### config.mk
export PLATFORM = sky130hd
export DESIGN_NAME = bcd_conv_arbiter_flat
export DESIGN_NICKNAME = d
export VERILOG_FILES = /design/src/rtl/bcd_conv_arbiter_if.sv /design/src/rtl/bcd_conv_arbiter.sv /design/src/flat_wrapper.sv
export SDC_FILE = /design/constraint.sdc
export NUM_CORES = 1
export LEC_CHECK = 0
export BUFFER_PORTS_ARGS = -buffer_cell sky130_fd_sc_hd__buf_4
export CAP_MARGIN = 10
export CORE_AREA = 2 2 116 118
export CTS_BUF_LIST = sky130_fd_sc_hd__clkbuf_4
export DETAILED_ROUTE_END_ITERATION = 12
export DIE_AREA = 0 0 118 120
export GPL_TIMING_DRIVEN = 0
export PLACE_DENSITY = 0.74
export SLEW_MARGIN = 20
export SYNTH_ARGS = -nofsm -noshare
export SYNTH_HDL_FRONTEND = slang
export SYNTH_SLANG_ARGS = --single-unit
### constraint.sdc
create_clock -name clk -period 1.87 [get_ports clk]
set_input_delay 0.374 -clock clk [delete_from_list [all_inputs] [get_ports clk]]
set_output_delay 0.374 -clock clk [all_outputs]
set_load 0.05 [all_outputs]
### src/rtl/bcd_conv_arbiter_if.sv
// Bus bundle between the requesters/converter side and the BCD conversion
// arbiter. The arbiter uses the slave modport, the environment the master.
interface bcd_conv_arbiter_if #(
  parameter int NREQ  = 4,
  parameter int BIN_W = 12,
  parameter int BCD_W = 16
);
  logic [NREQ-1:0]       req;
  logic [NREQ*BIN_W-1:0] bin_in;
  logic                  conv_en;
  logic [BIN_W-1:0]      conv_bin;
  logic [BCD_W-1:0]      conv_bcd;
  logic                  conv_rdy;
  logic [NREQ*BCD_W-1:0] res_bcd;
  logic [NREQ-1:0]       res_valid;
  logic                  busy;
  logic                  err;

  modport master (
    output req, bin_in, conv_bcd, conv_rdy,
    input  conv_en, conv_bin, res_bcd, res_valid, busy, err
  );

  modport slave (
    input  req, bin_in, conv_bcd, conv_rdy,
    output conv_en, conv_bin, res_bcd, res_valid, busy, err
  );
endinterface

### src/rtl/bcd_conv_arbiter.sv
// Round-robin arbiter sharing one binary-to-BCD converter among NREQ
// requesters. Requests snapshot their operand; one conversion is in flight
// at a time; results land in per-channel registers with a valid strobe.
// A watchdog abandons a conversion the converter never answers.
module bcd_conv_arbiter #(
  parameter int NREQ    = 4,
  parameter int BIN_W   = 12,
  parameter int BCD_W   = 16,
  parameter int TIMEOUT = 64
) (
  input logic               clk,
  input logic               rst,
  bcd_conv_arbiter_if.slave bus
);

  localparam int PW = (NREQ > 1) ? $clog2(NREQ) : 1;
  localparam int WW = (TIMEOUT > 2) ? $clog2(TIMEOUT) : 1;

  typedef enum logic [1:0] {S_IDLE, S_ISSUE, S_WAIT, S_STORE} state_t;

  state_t                state_q, state_d;
  logic [NREQ-1:0]       pend_q, pend_d;
  logic [BIN_W-1:0]      snap_q [NREQ];
  logic [PW-1:0]         ptr_q, ptr_d;
  logic [PW-1:0]         ch_q, ch_d;
  logic [BIN_W-1:0]      cbin_q, cbin_d;
  logic [BCD_W-1:0]      cap_q, cap_d;
  logic [WW-1:0]         wd_q, wd_d;
  logic [NREQ*BCD_W-1:0] res_q;
  logic [NREQ-1:0]       rv_q;
  logic [PW-1:0]         gnt_idx;
  logic                  gnt_found;
  logic                  timeout;
  logic                  conv_en_d;
  logic                  err_d;

  // Round-robin search: first pending channel after the last one served.
  always_comb begin
    int            idx;
    logic [PW-1:0] ip;
    idx       = 0;
    ip        = '0;
    gnt_found = 1'b0;
    gnt_idx   = '0;
    for (int k = 1; k <= NREQ; k++) begin
      idx = (int'(ptr_q) + k) % NREQ;
      ip  = PW'(idx);
      if (!gnt_found && pend_q[ip]) begin
        gnt_found = 1'b1;
        gnt_idx   = ip;
      end
    end
  end

  assign timeout = (state_q == S_WAIT) && !bus.conv_rdy && (wd_q == WW'(TIMEOUT - 1));

  // Next-state, pending bookkeeping and converter strobes.
  always_comb begin
    state_d   = state_q;
    ptr_d     = ptr_q;
    ch_d      = ch_q;
    cbin_d    = cbin_q;
    cap_d     = cap_q;
    wd_d      = wd_q;
    pend_d    = pend_q;
    conv_en_d = 1'b0;
    err_d     = 1'b0;
    case (state_q)
      S_IDLE: begin
        if (gnt_found) begin
          ch_d    = gnt_idx;
          cbin_d  = snap_q[gnt_idx];
          state_d = S_ISSUE;
        end
      end
      S_ISSUE: begin
        conv_en_d    = 1'b1;
        pend_d[ch_q] = 1'b0;
        wd_d         = '0;
        state_d      = S_WAIT;
      end
      S_WAIT: begin
        if (bus.conv_rdy) begin
          cap_d   = bus.conv_bcd;
          state_d = S_STORE;
        end else if (timeout) begin
          // Give up on this request; the result register keeps its old value.
          err_d   = 1'b1;
          ptr_d   = ch_q;
          state_d = S_IDLE;
        end else begin
          wd_d = wd_q + 1'b1;
        end
      end
      S_STORE: begin
        ptr_d   = ch_q;
        state_d = S_IDLE;
      end
      default: state_d = S_IDLE;
    endcase
    // A request this cycle always re-arms its channel, even the one issuing.
    pend_d = pend_d | bus.req;
  end

  // State, snapshots and result registers.
  always_ff @(posedge clk) begin
    if (rst) begin
      state_q <= S_IDLE;
      pend_q  <= '0;
      ptr_q   <= PW'(NREQ - 1);
      ch_q    <= '0;
      cbin_q  <= '0;
      cap_q   <= '0;
      wd_q    <= '0;
      res_q   <= '0;
      rv_q    <= '0;
      for (int i = 0; i < NREQ; i++) snap_q[i] <= '0;
    end else begin
      state_q <= state_d;
      pend_q  <= pend_d;
      ptr_q   <= ptr_d;
      ch_q    <= ch_d;
      cbin_q  <= cbin_d;
      cap_q   <= cap_d;
      wd_q    <= wd_d;
      for (int i = 0; i < NREQ; i++) begin
        if (bus.req[i]) snap_q[i] <= bus.bin_in[i*BIN_W +: BIN_W];
      end
      rv_q <= '0;
      if (state_q == S_STORE) begin
        res_q[int'(ch_q)*BCD_W +: BCD_W] <= cap_q;
        rv_q[ch_q]                       <= 1'b1;
      end
    end
  end

  assign bus.conv_en   = conv_en_d;
  assign bus.err       = err_d;
  assign bus.conv_bin  = cbin_q;
  assign bus.res_bcd   = res_q;
  assign bus.res_valid = rv_q;
  assign bus.busy      = (state_q != S_IDLE) || (|pend_q);

endmodule

### src/flat_wrapper.sv
// flat-port wrapper written by rule: the top's interface ports become plain ports
module bcd_conv_arbiter_flat 
#(
  parameter int NREQ    = 4,
  parameter int BIN_W   = 12,
  parameter int BCD_W   = 16,
  parameter int TIMEOUT = 64
)
  (clk, rst, bus_req, bus_bin_in, bus_conv_bcd, bus_conv_rdy, bus_conv_en, bus_conv_bin, bus_res_bcd, bus_res_valid, bus_busy, bus_err);
  bcd_conv_arbiter_if #(.NREQ(NREQ), .BIN_W(BIN_W), .BCD_W(BCD_W)) bus_i ();
  input logic clk;
  input logic rst;
  input wire logic [$bits(bus_i.req)-1:0] bus_req;
  input wire logic [$bits(bus_i.bin_in)-1:0] bus_bin_in;
  input wire logic [$bits(bus_i.conv_bcd)-1:0] bus_conv_bcd;
  input wire logic [$bits(bus_i.conv_rdy)-1:0] bus_conv_rdy;
  output wire logic [$bits(bus_i.conv_en)-1:0] bus_conv_en;
  output wire logic [$bits(bus_i.conv_bin)-1:0] bus_conv_bin;
  output wire logic [$bits(bus_i.res_bcd)-1:0] bus_res_bcd;
  output wire logic [$bits(bus_i.res_valid)-1:0] bus_res_valid;
  output wire logic [$bits(bus_i.busy)-1:0] bus_busy;
  output wire logic [$bits(bus_i.err)-1:0] bus_err;
  assign bus_i.req = bus_req;
  assign bus_i.bin_in = bus_bin_in;
  assign bus_i.conv_bcd = bus_conv_bcd;
  assign bus_i.conv_rdy = bus_conv_rdy;
  assign bus_conv_en = bus_i.conv_en;
  assign bus_conv_bin = bus_i.conv_bin;
  assign bus_res_bcd = bus_i.res_bcd;
  assign bus_res_valid = bus_i.res_valid;
  assign bus_busy = bus_i.busy;
  assign bus_err = bus_i.err;
  bcd_conv_arbiter #(.NREQ(NREQ), .BIN_W(BIN_W), .BCD_W(BCD_W), .TIMEOUT(TIMEOUT)) u_core (.clk(clk), .rst(rst), .bus(bus_i));
endmodule
==> results of run 1 <==
==> layer usage <==
layer / GRT usage, % / up-vias / share of wire [%]
met5: 0 / - / 0
met4: 8.509 / 0 / 2.4
met3: 5.513 / 39 / 6.3
met2: 44.00 / 237 / 52
met1: 29.67 / 2632 / 40
li1: - / 2524 / -
==> synthesized netlist by cell type, types with 2 or more instances <==
library cell / n / area share, %
dfxtp_1: 112 / 35
nor2b_1: 5 / 0.49
mux2i_1: 6 / 0.94
a221o_1: 7 / 1.1
buf_6: 3 / 0.53
nor4_2: 2 / 0.39
buf_4: 2 / 0.24
o21bai_1: 6 / 0.71
nand2b_1: 5 / 0.49
a211oi_1: 11 / 1.3
o21ai_0: 3 / 0.24
a211o_1: 2 / 0.27
or2_2: 4 / 0.39
nand2_1: 44 / 2.6
a21boi_0: 6 / 0.71
buf_2: 7 / 0.55
edfxtp_1: 48 / 23
mux2_2: 12 / 2.1
nand3_1: 7 / 0.55
nor4b_4: 2 / 0.75
nor3_1: 3 / 0.24
o22ai_1: 3 / 0.29
clkbuf_1: 22 / 1.3
nor3b_1: 7 / 0.82
xnor2_1: 2 / 0.27
nor2_1: 85 / 5.0
a21oi_1: 27 / 2.1
and2_1: 52 / 5.1
xor2_1: 2 / 0.27
inv_1: 6 / 0.35
ha_1: 9 / 1.8
a22oi_1: 64 / 7.5
==> power groups by stage <==
stage | Clock [W] | Sequential, W | Combinational [W]
final | 0.00192 | 0.00387 | 0.00134
after floorplan | 0 | 0.00405 | 0.000560
after CTS | 0.00192 | 0.00386 | 0.00118
after detailed placement | 0 | 0.00394 | 0.00107
after global placement | 0 | 0.00393 | 0.00105
after global routing | 0.00207 | 0.00388 | 0.00142
==> stage by stage <==
stage / hold WS, ns / total power (W)
after CTS: 0.02254 / 0.006961
after global placement: 0.4783 / 0.004975
after detailed placement: 0.4966 / 0.005010
after floorplan: 0.4651 / 0.004612
final: 0.03125 / 0.007119
after global routing: 0.02240 / 0.007363
==> flip-flops by register name, summed over array words and instances (netlist names) <==
name                  count
u_core.state_q            2
u_core.wd_q               6
u_core.cap_q             16
u_core.pend_q             4
u_core.bus.res_bcd       64
u_core.bus.conv_bin      12
u_core.ptr_q              2
u_core.snap_q            48
u_core.ch_q               2
u_core.bus.res_valid      4
==> worst max path at each step <==
| stage | from | endpoint | slack, ns |
|---|---|---|---|
| 5_1_grt | u_core.wd_q[0] | bus_err | -0.34 |
| 4_1_cts | u_core.wd_q[1] | bus_err | -0.27 |
| 6_report | u_core.wd_q[0] | bus_err | -0.25 |
| 2_1_floorplan | u_core.wd_q[0] | bus_err | -0.001 |
| 3_3_place_gp | u_core.ch_q[0] | u_core.bus.res_bcd[41] | -0.25 |
| 3_5_place_dp | u_core.ch_q[0] | u_core.bus.res_bcd[43] | -0.32 |
==> area by class of cell <==
type	count	area [um2]	area share, %
multi-input cells	393	2719	31.91
inverters	6	31.28	0.3671
clock inverters	14	115.1	1.351
well taps	176	220.2	2.584
plain buffers	33	200.2	2.349
diodes	1	2.502	0.02937
flip-flops and latches	160	3710	43.54
repair buffers	178	1388	16.28
clock buffers	18	135.1	1.586
==> cells by family (layout without fill, tap and decap cells) <==
| group | after synthesis | after routing |
|---|---|---|
| AOI/OAI and AO/OA | 138 | 138 |
| xor gates and xnor gates | 4 | 4 |
| adders and majority gates | 9 | 9 |
| buffers and inverters | 41 | 249 |
| DFF | 160 | 160 |
| muxes | 20 | 20 |
| other | 0 | 1 |
| and+or+nand+nor | 222 | 222 |
==> layout by cell type, fill, tap and decap left out, types with 5 or more instances in the layout <==
| master | Yosys | final |
|---|---|---|
| buf_4 | 2 | 176 |
| dfxtp_1 | 112 | 101 |
| nor2_1 | 85 | 84 |
| a22oi_1 | 64 | 64 |
| and2_1 | 52 | 52 |
| edfxtp_1 | 48 | 48 |
| nand2_1 | 44 | 44 |
| a21oi_1 | 27 | 27 |
| clkbuf_1 | 22 | 19 |
| clkbuf_4 | 0 | 18 |
| mux2_2 | 12 | 10 |
| a211oi_1 | 11 | 10 |
| buf_6 | 3 | 9 |
| nor3b_1 | 7 | 7 |
| a221o_1 | 7 | 7 |
| o21bai_1 | 6 | 6 |
| a21boi_0 | 6 | 6 |
| ha_1 | 9 | 6 |
| dfxtp_2 | 0 | 6 |
| nor2b_1 | 5 | 5 |
| dfxtp_4 | 0 | 5 |
==> critical path, cell delays in order (launching register included) <==
cell and delay [ns]:
dfxtp_2 0.38, ha_4 0.14, and3_4 0.21, nand3_4 0.09, nor3_4 0.19, buf_6 0.18
==> repair_timing <==
item | in CTS | in global routing
gates resized for setup | 41 | 34
cloned | 1 | 0
buffers inserted | 15 | 10
setup endpoints to repair | 85 | 70
pin swaps | 9 | 13
==> metrics, run 1 <==
FP Rows 42; Synth Area in Compound Gates between 10% and 20%; fmax 471.8 MHz; antenna-violating nets left 0; vias per cell around 5.5; largest net degree at the start of global routing 17; placed cell area 7781 um2; Avg Synthesized Cell Area between 10 and 15 um2; Final Hold Viols 0; pwr dens 835.5 nW/um2; CTS H-tree lvls 4; relative slew slack between 50% and 60%; run status finished with violations; via count between 5000 and 6000; failing checks setup timing; Syn Inst Count 594; width of the die 118 um; hold buffers post-CTS 0; Peak VDD IR slightly above 500 uV; Yosys reg bits 160; Final min period 2.120 ns; Final Instance Count excl. Fillers 979; Seq/Total Area, Yosys a little under 60%; Yosys cell types 50; main combinational cell family by area after synthesis simple AND/OR/NAND/NOR gates; synth warn 0; CP Data Required Time 1.50 ns; post-route setup slack -0.2497 ns; Num CTS Buffers 17; WL final 17.93 mm; GRT overflow 0; Clk pwr share roughly 27%; Lkg Pwr 3.451 nW; DR WL/cell roughly 18 um; Net Switching 0.002122 W; initial drt markers 494; residual DRC count 0; Reg-to-Reg Start u_core.wd_q[0]; Die Ht 120 um; Post-DP HPWL 12.50 mm; CORE AREA 12980 um2; Root Buffer clkbuf_4; MaxCap Viol Count 0; total die area 14160 um2; I/O pin total 154; Synth async-reset ratio 0%; clock sink count 160; Syn-to-layout area delta 33.61%; Slew @ Worst Pin 0.6201 ns; initial core utilization between 40% and 50%; initial antenna violation count 1; Final nets 869; fillers a little over 1000; area share of fa/ha/maj cells after synthesis 1.766%; First-pass DRT Iterations 6; Skew-Pair Late Insertion Delay 0.57 ns; Logic pwr share 18.8%; setup_tns -0.4185 ns; Worst Hold Launch bus_req[2]; R2R cell count 7; R2R Setup Slk -0.03 ns; ys flop type dfxtp_1; switching part of the total 29.81%; syn nets 674; Post-Synth XOR/XNOR Area 0.5493%; number of synthesized flops with an enable pin 48; final max-slew violation count 0; Worst Setup End Kind primary output; CP Max Fanout 2; Int Pwr 0.004997 W; Clock Path Buffers 2; hold path cells 3; WS Path Type reg2out; clk_skew 0.01536 ns; worst hold endpoint u_core.pend_q[2]; Flop pwr share 54.3%; reg-to-reg endpoint u_core.wd_q[4]; Inst Count DP 922; total track usage 24.76%; first-pass GRT wire length between 20 and 30 mm; post-synthesis simple-gate area fraction approximately 18%; post-synthesis mux area share 3.473%; Crit path arrival time between 1.5 and 2 ns; Setup violations, final 3; layout cell share with drive strength beyond 1 34.91%; Clock transition at path regs about 0.13 ns; worst slack, placed -0.3243 ns; vias in the first global route 5358; Non-Filler Cell Area, Final 8521 um2; GPL Wtd Cong 0.7914; Worst setup SP type flop; port buffer count 152; Tcrit/Tclk final 113.4%; Cell Area, Synth 6377 um2; CTS tree built; Worst Hold Class in2reg; RSZ-0062 raised after global routing yes; final cell utilization of the core 65.64%
(Power assumes the default switching activity.)
==> run 2: changes to the inputs <==
- CAP_MARGIN: 10 -> default
- CELL_PAD_IN_SITES_DETAIL_PLACEMENT: default -> 1
- CELL_PAD_IN_SITES_GLOBAL_PLACEMENT: default -> 2
- CORE_AREA: 2 2 116 118 -> 2 2 147 149
- DIE_AREA: 0 0 118 120 -> 0 0 149 151
- PLACE_DENSITY: 0.74 -> 0.72
- SETUP_SLACK_MARGIN: default -> 0.2
==> metrics, run 2 (synthesized netlist as in run 1, its figures left out) <==
port buffer count ~150; max FFs per register 64; GRT overflow 0; largest net degree at the start of global routing 17; Syn-to-layout area delta 50.85%; Design Power between 0.008 and 0.009 W; initial antenna violation count 1; Clock transition at path regs 0.15 ns; commonest cells after routing, fill and taps aside 192 x buf_4, 102 x dfxtp_1, 81 x nor2_1, 57 x a22oi_2, 52 x and2_1; layout cell share with drive strength beyond 1 48.33%; post-route setup slack -0.2073 ns; relative slew slack 54.73%; total track usage 18.62%; run status finished with violations; Root Buffer clkbuf_4; Worst setup SP type flop; MaxCap Viol Count 0; width of the die 149 um; DR WL/cell 19.02 um; Skew-Pair Late Insertion Delay 0.55 ns; Num CTS Buffers 17; Buf/Inv on CP 1; Peak VDD IR about 360 uV; total die area 22500 um2; crit-path max cell delay 0.39 ns; residual DRC count 0; Final nets 903; Slew @ Worst Pin 0.6790 ns; Final min period 2.077 ns; pwr dens 833.3 nW/um2; worst setup path startpoint u_core.wd_q[0]; CP Cell Sequence ha_4 > and3_4 > nand3_4 > nor3_4 > buf_6; fillers 2310; CTS tree built; WL final between 20 and 25 mm; Tcrit/Tclk final 111.1%; CTS H-tree lvls 4; initial core utilization 30.63%; worst slack, placed -0.3841 ns; clock sink count 160; cell family with most CP delay simple AND/OR/NAND/NOR gates; final max-slew violation count 0; register area 3711 um2; Setup violations, final 10; Final Hold Viols 0; failing checks setup timing; Post-DP HPWL between 10 and 15 mm; initial drt markers 154; Slowest-stage cell, CP dfxtp_4; CP Data Required Time 1.50 ns; Worst Hold Class in2reg; WS Path Type reg2out; first-pass GRT wire length roughly 32 mm; I/O pin total 154; vias in the first global route 5834; via count between 5000 and 6000; GPL Wtd Cong just over 0.8; multi-input combinational cell area 3193 um2; Inst Count DP between 1000 and 1500; Crit path arrival time 1.70 ns; antenna-violating nets left 0; commonest non-fill, non-tap cell in the layout buf_4; CP Max Fanout 2; Lkg Pwr 3.752 nW; Worst Setup End Kind primary output; Final Instance Count excl. Fillers 1112; Die Ht 151 um; CORE AREA 20820 um2; Clock Path Buffers 2; FP Rows 53; clk_skew around 0.018 ns; RSZ-0062 raised after global routing yes; vias per cell 4.858; Reg-to-Reg Start u_core.pend_q[1]; First-pass DRT Iterations 4; fmax 481.4 MHz; Worst Hold Launch bus_conv_bcd[2]
[run 2: cell count changes in the layout (fill, tap and decap cells not counted), moves of 4 or more]
cell,delta
a22oi_1,-57
a22oi_2,+57
buf_4,+16
a211oi_1,-10
a211oi_2,+9
buf_6,+8
buf_8,+8
bufinv_16,+4
clkbuf_1,-4
[run 2: power by group]
| group | leakage (nW) | switching (W) | internal [W] |
|---|---|---|---|
| Sequential | 1.43 | 0.000134 | 0.00375 |
| Clock | 0.192 | 0.00132 | 0.00124 |
| Combinational | 2.13 | 0.000852 | 0.000723 |
[run 2: metal layers]
layer  up-vias  part of all wire, %  global-route usage (%)
met5         -                    0                       0
met4         0                  1.5                   6.095
met3        21                  4.2                   4.006
met2       139                   52                   33.53
met1      2657                   42                   22.08
li1       2585                    -                       -
[run 2: path summary, 6_finish.rpt]
| kind | endpoint | slack (ns) | cells after the start |
|---|---|---|---|
| worst max-delay path | bus_err | -0.21 | 5 |
| worst min-delay path | u_core.cap_q[2] | 0.06 | 3 |
| worst max register to register | u_core.bus.conv_bin[11] | -0.17 | 8 |
| worst min register to register | u_core.bus.res_bcd[56] | 0.53 | 2 |
[run 2: stage by stage]
| step | utilization [%] | area [um2] | TNS [ns] | hold slack [ns] |
|---|---|---|---|---|
| floorplan | - | 6518 | 0 | 0.4651 |
| global placement | 38.43 | 8003 | -15.18 | 0.4813 |
| detailed placement | 38.43 | 8003 | -21.49 | 0.4951 |
| CTS | 43.94 | 9149 | -1.655 | 0.0002807 |
| global route | 46.20 | 9620 | -2.004 | 0.01743 |
| finish | 46.20 | 9620 | -1.344 | 0.05760 |
[run 2: worst reg2reg max path, stage by stage (launching register included)]
cell	delay (ns)
dfxtp_4	0.39
buf_6	0.12
o211a_4	0.23
a31oi_4	0.18
o211ai_4	0.14
buf_12	0.16
buf_16	0.13
mux2_4	0.30
a221o_1	0.28
[run 2: area by class of cell]
class                   count  area share, %
flip-flops and latches    160          38.57
multi-input cells         393          33.19
repair buffers            210          17.83
well taps                 275          3.577
plain buffers              35          2.731
clock inverters            14          2.354
clock buffers              18          1.405
inverters                   6         0.3121
diodes                      1        0.02601
[run 2: repair_timing]
action | CTS | global route
gates resized for setup | 104 | 76
gates cloned | 4 | 0
hold endpoints to repair | 0 | 1
hold buffers | 0 | 1
setup buffers | 37 | 16
endpoints found under the setup margin | 96 | 95
pin swaps | 19 | 38
